### src/rtl/mmt_sync_pkg.sv
// Shared types and helpers for the handshake CDC controller and its synchronizer.
package mmt_sync_pkg;

   typedef enum logic [1:0] {
      IDLE        = 2'd0,
      WAIT_ACK_HI = 2'd1,
      WAIT_ACK_LO = 2'd2
   } hs_state_e;

   // Width of a saturating counter that must reach timeout; never narrower than 1 bit.
   function automatic int unsigned cnt_width(input int unsigned timeout);
      int unsigned w;
      w = unsigned'($clog2(timeout + 32'd1));
      return (w < 32'd1) ? 32'd1 : w;
   endfunction

endpackage

### src/rtl/mmt_sync_single.sv
// Single-bit multi-flop synchronizer; reset value is all-ones when AsyncSet, else zero.
module mmt_sync_single #(
   parameter bit          AsyncReset = 1'b1,
   parameter bit          AsyncSet   = 1'b0,
   parameter int unsigned Depth      = 3
) (
   input  logic clk,
   input  logic rstn,
   input  logic d,
   output logic q
);

   localparam logic [Depth-1:0] RST_VAL = {Depth{AsyncSet}};

   logic [Depth-1:0] sync_q;

   generate
      if (AsyncReset || AsyncSet) begin : g_async
         always_ff @(posedge clk or negedge rstn) begin
            if (!rstn) sync_q <= RST_VAL;
            else       sync_q <= {sync_q[Depth-2:0], d};
         end
      end else begin : g_sync
         always_ff @(posedge clk) begin
            if (!rstn) sync_q <= RST_VAL;
            else       sync_q <= {sync_q[Depth-2:0], d};
         end
      end
   endgenerate

   assign q = sync_q[Depth-1];

endmodule

### src/rtl/mmt_sync_hs_ctrl.sv
// Sender side of a four-phase req/ack CDC handshake: holds a W-bit word stable
// on dst_data while it walks dst_req through the full req/ack cycle.
module mmt_sync_hs_ctrl
   import mmt_sync_pkg::*;
#(
   parameter int unsigned W       = 8,
   parameter int unsigned Depth   = 3,
   parameter int unsigned Timeout = 64
) (
   input  logic         clk,
   input  logic         rst,
   input  logic         src_valid,
   output logic         src_ready,
   input  logic [W-1:0] src_data,
   output logic         dst_req,
   output logic [W-1:0] dst_data,
   input  logic         dst_ack,
   output logic         done,
   output logic         busy,
   output logic         timeout_err,
   input  logic         clr_err
);

   localparam int unsigned      CNT_W    = cnt_width(Timeout);
   localparam int unsigned      TO_LAST  = (Timeout == 0) ? 32'd0 : Timeout - 32'd1;
   localparam logic [CNT_W-1:0] CNT_LAST = CNT_W'(TO_LAST);
   localparam logic [CNT_W-1:0] CNT_MAX  = '1;

   hs_state_e        state_q, state_d;
   logic [CNT_W-1:0] cnt_q, cnt_d, cnt_inc;
   logic             aborted_q, aborted_d;
   logic             dst_req_d, done_d, err_d;
   logic [W-1:0]     data_d;
   logic             ack_s, rstn, accept, to_hit;

   assign rstn = ~rst;

   mmt_sync_single #(
      .AsyncReset (1'b1),
      .AsyncSet   (1'b0),
      .Depth      (Depth)
   ) u_ack_sync (
      .clk  (clk),
      .rstn (rstn),
      .d    (dst_ack),
      .q    (ack_s)
   );

   // A stale-high ack from a previous (aborted or reset) transfer blocks acceptance.
   assign src_ready = (state_q == IDLE) && !ack_s;
   assign busy      = (state_q != IDLE);
   assign accept    = src_valid && src_ready;
   assign to_hit    = (Timeout != 0) && (cnt_q == CNT_LAST);
   assign cnt_inc   = (cnt_q == CNT_MAX) ? cnt_q : cnt_q + CNT_W'(1);

   always_ff @(posedge clk or posedge rst) begin
      if (rst) state_q <= IDLE;
      else     state_q <= state_d;
   end

   always_comb begin
      state_d = state_q;
      unique case (state_q)
         IDLE:        if (accept)           state_d = WAIT_ACK_HI;
         WAIT_ACK_HI: if (ack_s || to_hit)  state_d = WAIT_ACK_LO;
         WAIT_ACK_LO: if (!ack_s || to_hit) state_d = IDLE;
         default:                           state_d = IDLE;
      endcase
   end

   // Next values of the registered outputs; a timeout in the same cycle overrides clr_err.
   always_comb begin
      dst_req_d = dst_req;
      data_d    = dst_data;
      done_d    = 1'b0;
      err_d     = timeout_err & ~clr_err;
      cnt_d     = cnt_q;
      aborted_d = aborted_q;
      unique case (state_q)
         IDLE: begin
            cnt_d = '0;
            if (accept) begin
               data_d    = src_data;
               dst_req_d = 1'b1;
               aborted_d = 1'b0;
            end
         end
         WAIT_ACK_HI: begin
            if (ack_s) begin
               dst_req_d = 1'b0;
               cnt_d     = '0;
            end else if (to_hit) begin
               dst_req_d = 1'b0;
               err_d     = 1'b1;
               aborted_d = 1'b1;
               cnt_d     = '0;
            end else begin
               cnt_d = cnt_inc;
            end
         end
         WAIT_ACK_LO: begin
            if (!ack_s) begin
               done_d = !aborted_q;
               cnt_d  = '0;
            end else if (to_hit) begin
               err_d = 1'b1;
               cnt_d = '0;
            end else begin
               cnt_d = cnt_inc;
            end
         end
         default: begin
            dst_req_d = 1'b0;
            cnt_d     = '0;
         end
      endcase
   end

   always_ff @(posedge clk or posedge rst) begin
      if (rst) begin
         dst_req     <= 1'b0;
         dst_data    <= '0;
         done        <= 1'b0;
         timeout_err <= 1'b0;
         cnt_q       <= '0;
         aborted_q   <= 1'b0;
      end else begin
         dst_req     <= dst_req_d;
         dst_data    <= data_d;
         done        <= done_d;
         timeout_err <= err_d;
         cnt_q       <= cnt_d;
         aborted_q   <= aborted_d;
      end
   end

endmodule

### config.mk
export PLATFORM = sky130hd
export DESIGN_NAME = mmt_sync_hs_ctrl
export DESIGN_NICKNAME = d
export VERILOG_FILES = /design/src/rtl/mmt_sync_pkg.sv /design/src/rtl/mmt_sync_single.sv /design/src/rtl/mmt_sync_hs_ctrl.sv
export SDC_FILE = /design/constraint.sdc
export NUM_CORES = 1
export LEC_CHECK = 0
export ABC_AREA = 1
export CAP_MARGIN = 20
export CELL_PAD_IN_SITES_DETAIL_PLACEMENT = 1
export CELL_PAD_IN_SITES_GLOBAL_PLACEMENT = 2
export CORE_UTILIZATION = 31
export CTS_CLUSTER_DIAMETER = 120
export CTS_CLUSTER_SIZE = 28
export DETAILED_ROUTE_END_ITERATION = 7
export PLACE_DENSITY_LB_ADDON = 0.1
export SETUP_SLACK_MARGIN = 0.1
export SKIP_CTS_REPAIR_TIMING = 1
export SLEW_MARGIN = 25
export SYNTH_ARGS = -nofsm -noshare
export SYNTH_HDL_FRONTEND = slang
export SYNTH_SLANG_ARGS = --single-unit
### constraint.sdc
create_clock -name clk -period 2.1 [get_ports clk]
set_input_delay 0.21 -clock clk [delete_from_list [all_inputs] [get_ports clk]]
set_output_delay 0.21 -clock clk [all_outputs]
set_load 0.01 [all_outputs]
==> impl_metrics.toml <==
[synthesis]
ys_ff_latch = 24
synth_largest_type_area_fraction = 0.516
post_synth_inst_count = 130
synthesis.area_per_instance_um2 = 8.95
synth_sequential_area_ratio = 0.516
post_synth_num_cell_types = 23
synth_area_leaders = "sky130_fd_sc_hd__dfrtp_1 (52%), sky130_fd_sc_hd__nand2_1 (12%), sky130_fd_sc_hd__ha_1 (5.4%)"
post_synth_instance_area_um2 = 1160
yosys_warnings = 0
syn-num-nets = 148
synth_top_cell_by_area = "sky130_fd_sc_hd__dfrtp_1"

[timing]
totalNegativeSetupSlack_ps = 0
worst_slack_ps = 319
setup-violations-final = 0
final_worst_path_period_share = 0.848
timing.final.hold_violations = 0
rsz0062_at_grt = "false"
headroom_to_the_max_slew_limit = 0.723
skew_ps = 1.57
achievable-frequency_mhz = 561
tightestPinTransition_ps = 414
maxSlewViolCount = 0
finalCriticalPeriod_ps = 1780

[die]
fp.dieW_um = 63.3
floorplan.core_area_um2 = 3470
dieArea_um2 = 4000
height_of_the_die_um = 63.3
num_rows = 21
starting_density_of_the_core = 0.335
pin_count = 26

[final_layout]
layout_common_cells = "sky130_fd_sc_hd__nand2_1 (36), sky130_fd_sc_hd__dfrtp_1 (24), sky130_fd_sc_hd__clkdlybuf4s50_1 (24), sky130_fd_sc_hd__inv_1 (13)"
antenna_cells_inserted = 0
layout_nets = 178
layout.cells.most_common = "sky130_fd_sc_hd__nand2_1"
area_growth_pct = 31.6
drive_above_1_share = 0.164

[setup_path]
worst_path_dominant_cell_family = "buffers and inverters"
critPathMaxFanout = 3
worst_r2r_startpoint = "state_q[0]$_DFFE_PP0P_"
timing.reg2reg.worst_path_depth = 7
rr_endpoint = "dst_req$_DFFE_PP0P_"
ff2ff_setup_slack_ps = 410
timing.critical_path.slowest_cell_delay_ps = 530
path_buf_inv = 3
crit_path_required_time_ps = 1890
start_kind = "flip-flop"
slowest_library_cell_on_the_worst_path = "sky130_fd_sc_hd__clkdlybuf4s50_1"
crit_type = "reg2out"
data_arrival_at_the_endpoint_of_the_critical_path_ps = 1570
timing.critical_path.to_type = "output port"
path_cells = "inv_1, ha_2, inv_1, clkdlybuf4s50_1"
path_common_cell = "sky130_fd_sc_hd__inv_1"

[power]
clockPowerShare = 0.183
worst_ir_drop_vdd_mv = 0.443
power.internal_uw = 1090
switchingPower_uw = 583
total_leakage_power_uw = 0.000765
pwr_density_cell_nw_per_um2 = 1090
post-layout-total-power_uw = 1670
seq_power_share = 0.392
combPwrFrac = 0.425
power.switching_fraction = 0.349

[clocking]
ctsHtreeMaxLevel = 1
cts.clk_slew.worst_paths_ps = 80
clock-root-buffer = "sky130_fd_sc_hd__clkbuf_8"
max_clock_buf_depth = 2
cts.sink_count = 24
clk-insertion-delay-late_ps = 260
num_cts_buffers = 3
cts_tree = "built"

[status]
outcome = "complete, no violations"

[route]
detailroute.via_count = 890
post-route-drc-count = 0
number_of_nets_with_antenna_violations_after_routing = 0
average_wire_per_cell_in_the_routed_design_um = 12.2
wl_mm = 2.50
detail_route.first_pass.iterations = 4
drt_first_iter_violations = 20
vias_per_cell = 4.34

[global_routing]
antenna_found_initial = 0
globalRouteOverflowTotal = 0
number_of_global_route_vias_before_repair = 999
gr-usage-all-layers = 0.144
grt_start_max_net_pins = 25
grt_first_pass_wirelength_mm = 4.55

[placed_design]
dpl.hpwl_mm = 1.94
io_buffers = 25
globalplace.congestion = 0.711
dpl_worst_slack_ps = 380

[hold_path]
worstHoldPathType = "in2async"

[run]
cap_viol_max_count = 0
## flip-flops by register name, summed over array words and instances, names as in the netlist
name	count
u_ack_sync.sync_q	3
dst_req	1
aborted_q	1
dst_data	8
state_q	2
cnt_q	7
timeout_err	1
done	1
## cells in the mapped netlist, drive strengths merged
cell	count
buf	1
a21oi	4
dfrtp	24
inv	16
xor2	2
or2	1
nand3b	1
nand3	11
xnor2	1
o21ai	3
nor3	2
nor2	14
nand2	45
ha	5
## layout make-up
type                    count  area [µm²]
multi-input cells          89         498
inverters                  16        60.1
well taps                  46        57.6
fillers                   418        1940
repair buffers             26         260
clock buffers               4        55.1
flip-flops and latches     24         601
## power groups by stage
stage	clock network [µW]	registers, µW	logic, µW
2_1_floorplan	0	691	368
3_3_place_gp	0	663	704
3_5_place_dp	0	668	715
4_1_cts	325	660	723
5_1_grt	341	671	794
6_report	306	656	710
## worst max-delay path by stage
stage	slack [ps]	depth (start not counted)	to	startpoint
finish	320	4	busy	state_q[0]$_DFFE_PP0P_
floorplan	890	4	cnt_q[2]$_DFF_PP0_	cnt_q[0]$_DFF_PP0_
detailed placement	380	7	dst_req$_DFFE_PP0P_	state_q[0]$_DFFE_PP0P_
CTS	160	5	src_ready	state_q[1]$_DFFE_PP0P_
global route	230	7	dst_req$_DFFE_PP0P_	state_q[1]$_DFFE_PP0P_
global placement	470	7	dst_req$_DFFE_PP0P_	state_q[1]$_DFFE_PP0P_
## cell families (layout without fill, tap and decap cells)
kind of cell / count (synthesis) / after routing / share of synthesized area
xor gates and xnor gates: 3 / 3 / 0.0226
DFF: 24 / 24 / 0.516
adders and majority gates: 5 / 5 / 0.0538
buffers and inverters: 17 / 46 / 0.0581
and+or+nand+nor: 74 / 74 / 0.316
AOI/OAI and AO/OA: 7 / 7 / 0.0333
## metal layers
metal,share of wire,GRT usage
met5,0,0
met3,0.028,0.0217
met2,0.51,0.258
met4,0.0080,0.0426
met1,0.46,0.176
## metrics by stage
step	cell area (µm²)	utilization	hold slack [ps]	cells
5_1_grt	1530	0.442	365	205
4_1_cts	1530	0.440	301	205
3_3_place_gp	1470	0.424	344	201
2_1_floorplan	1160	-	225	130
3_5_place_dp	1470	0.424	338	201
6_report	1530	0.442	294	205
## worst register-to-register path: stages, from the launching register on
cell and delay (ps):
sky130_fd_sc_hd__dfrtp_1 420, sky130_fd_sc_hd__inv_1 130, sky130_fd_sc_hd__ha_2 210, sky130_fd_sc_hd__nand3_1 320, sky130_fd_sc_hd__nand2_1 300, sky130_fd_sc_hd__nand3_1 120, sky130_fd_sc_hd__nand2_1 70, sky130_fd_sc_hd__nand2_1 40
Power figures use the tool's default switching activity.
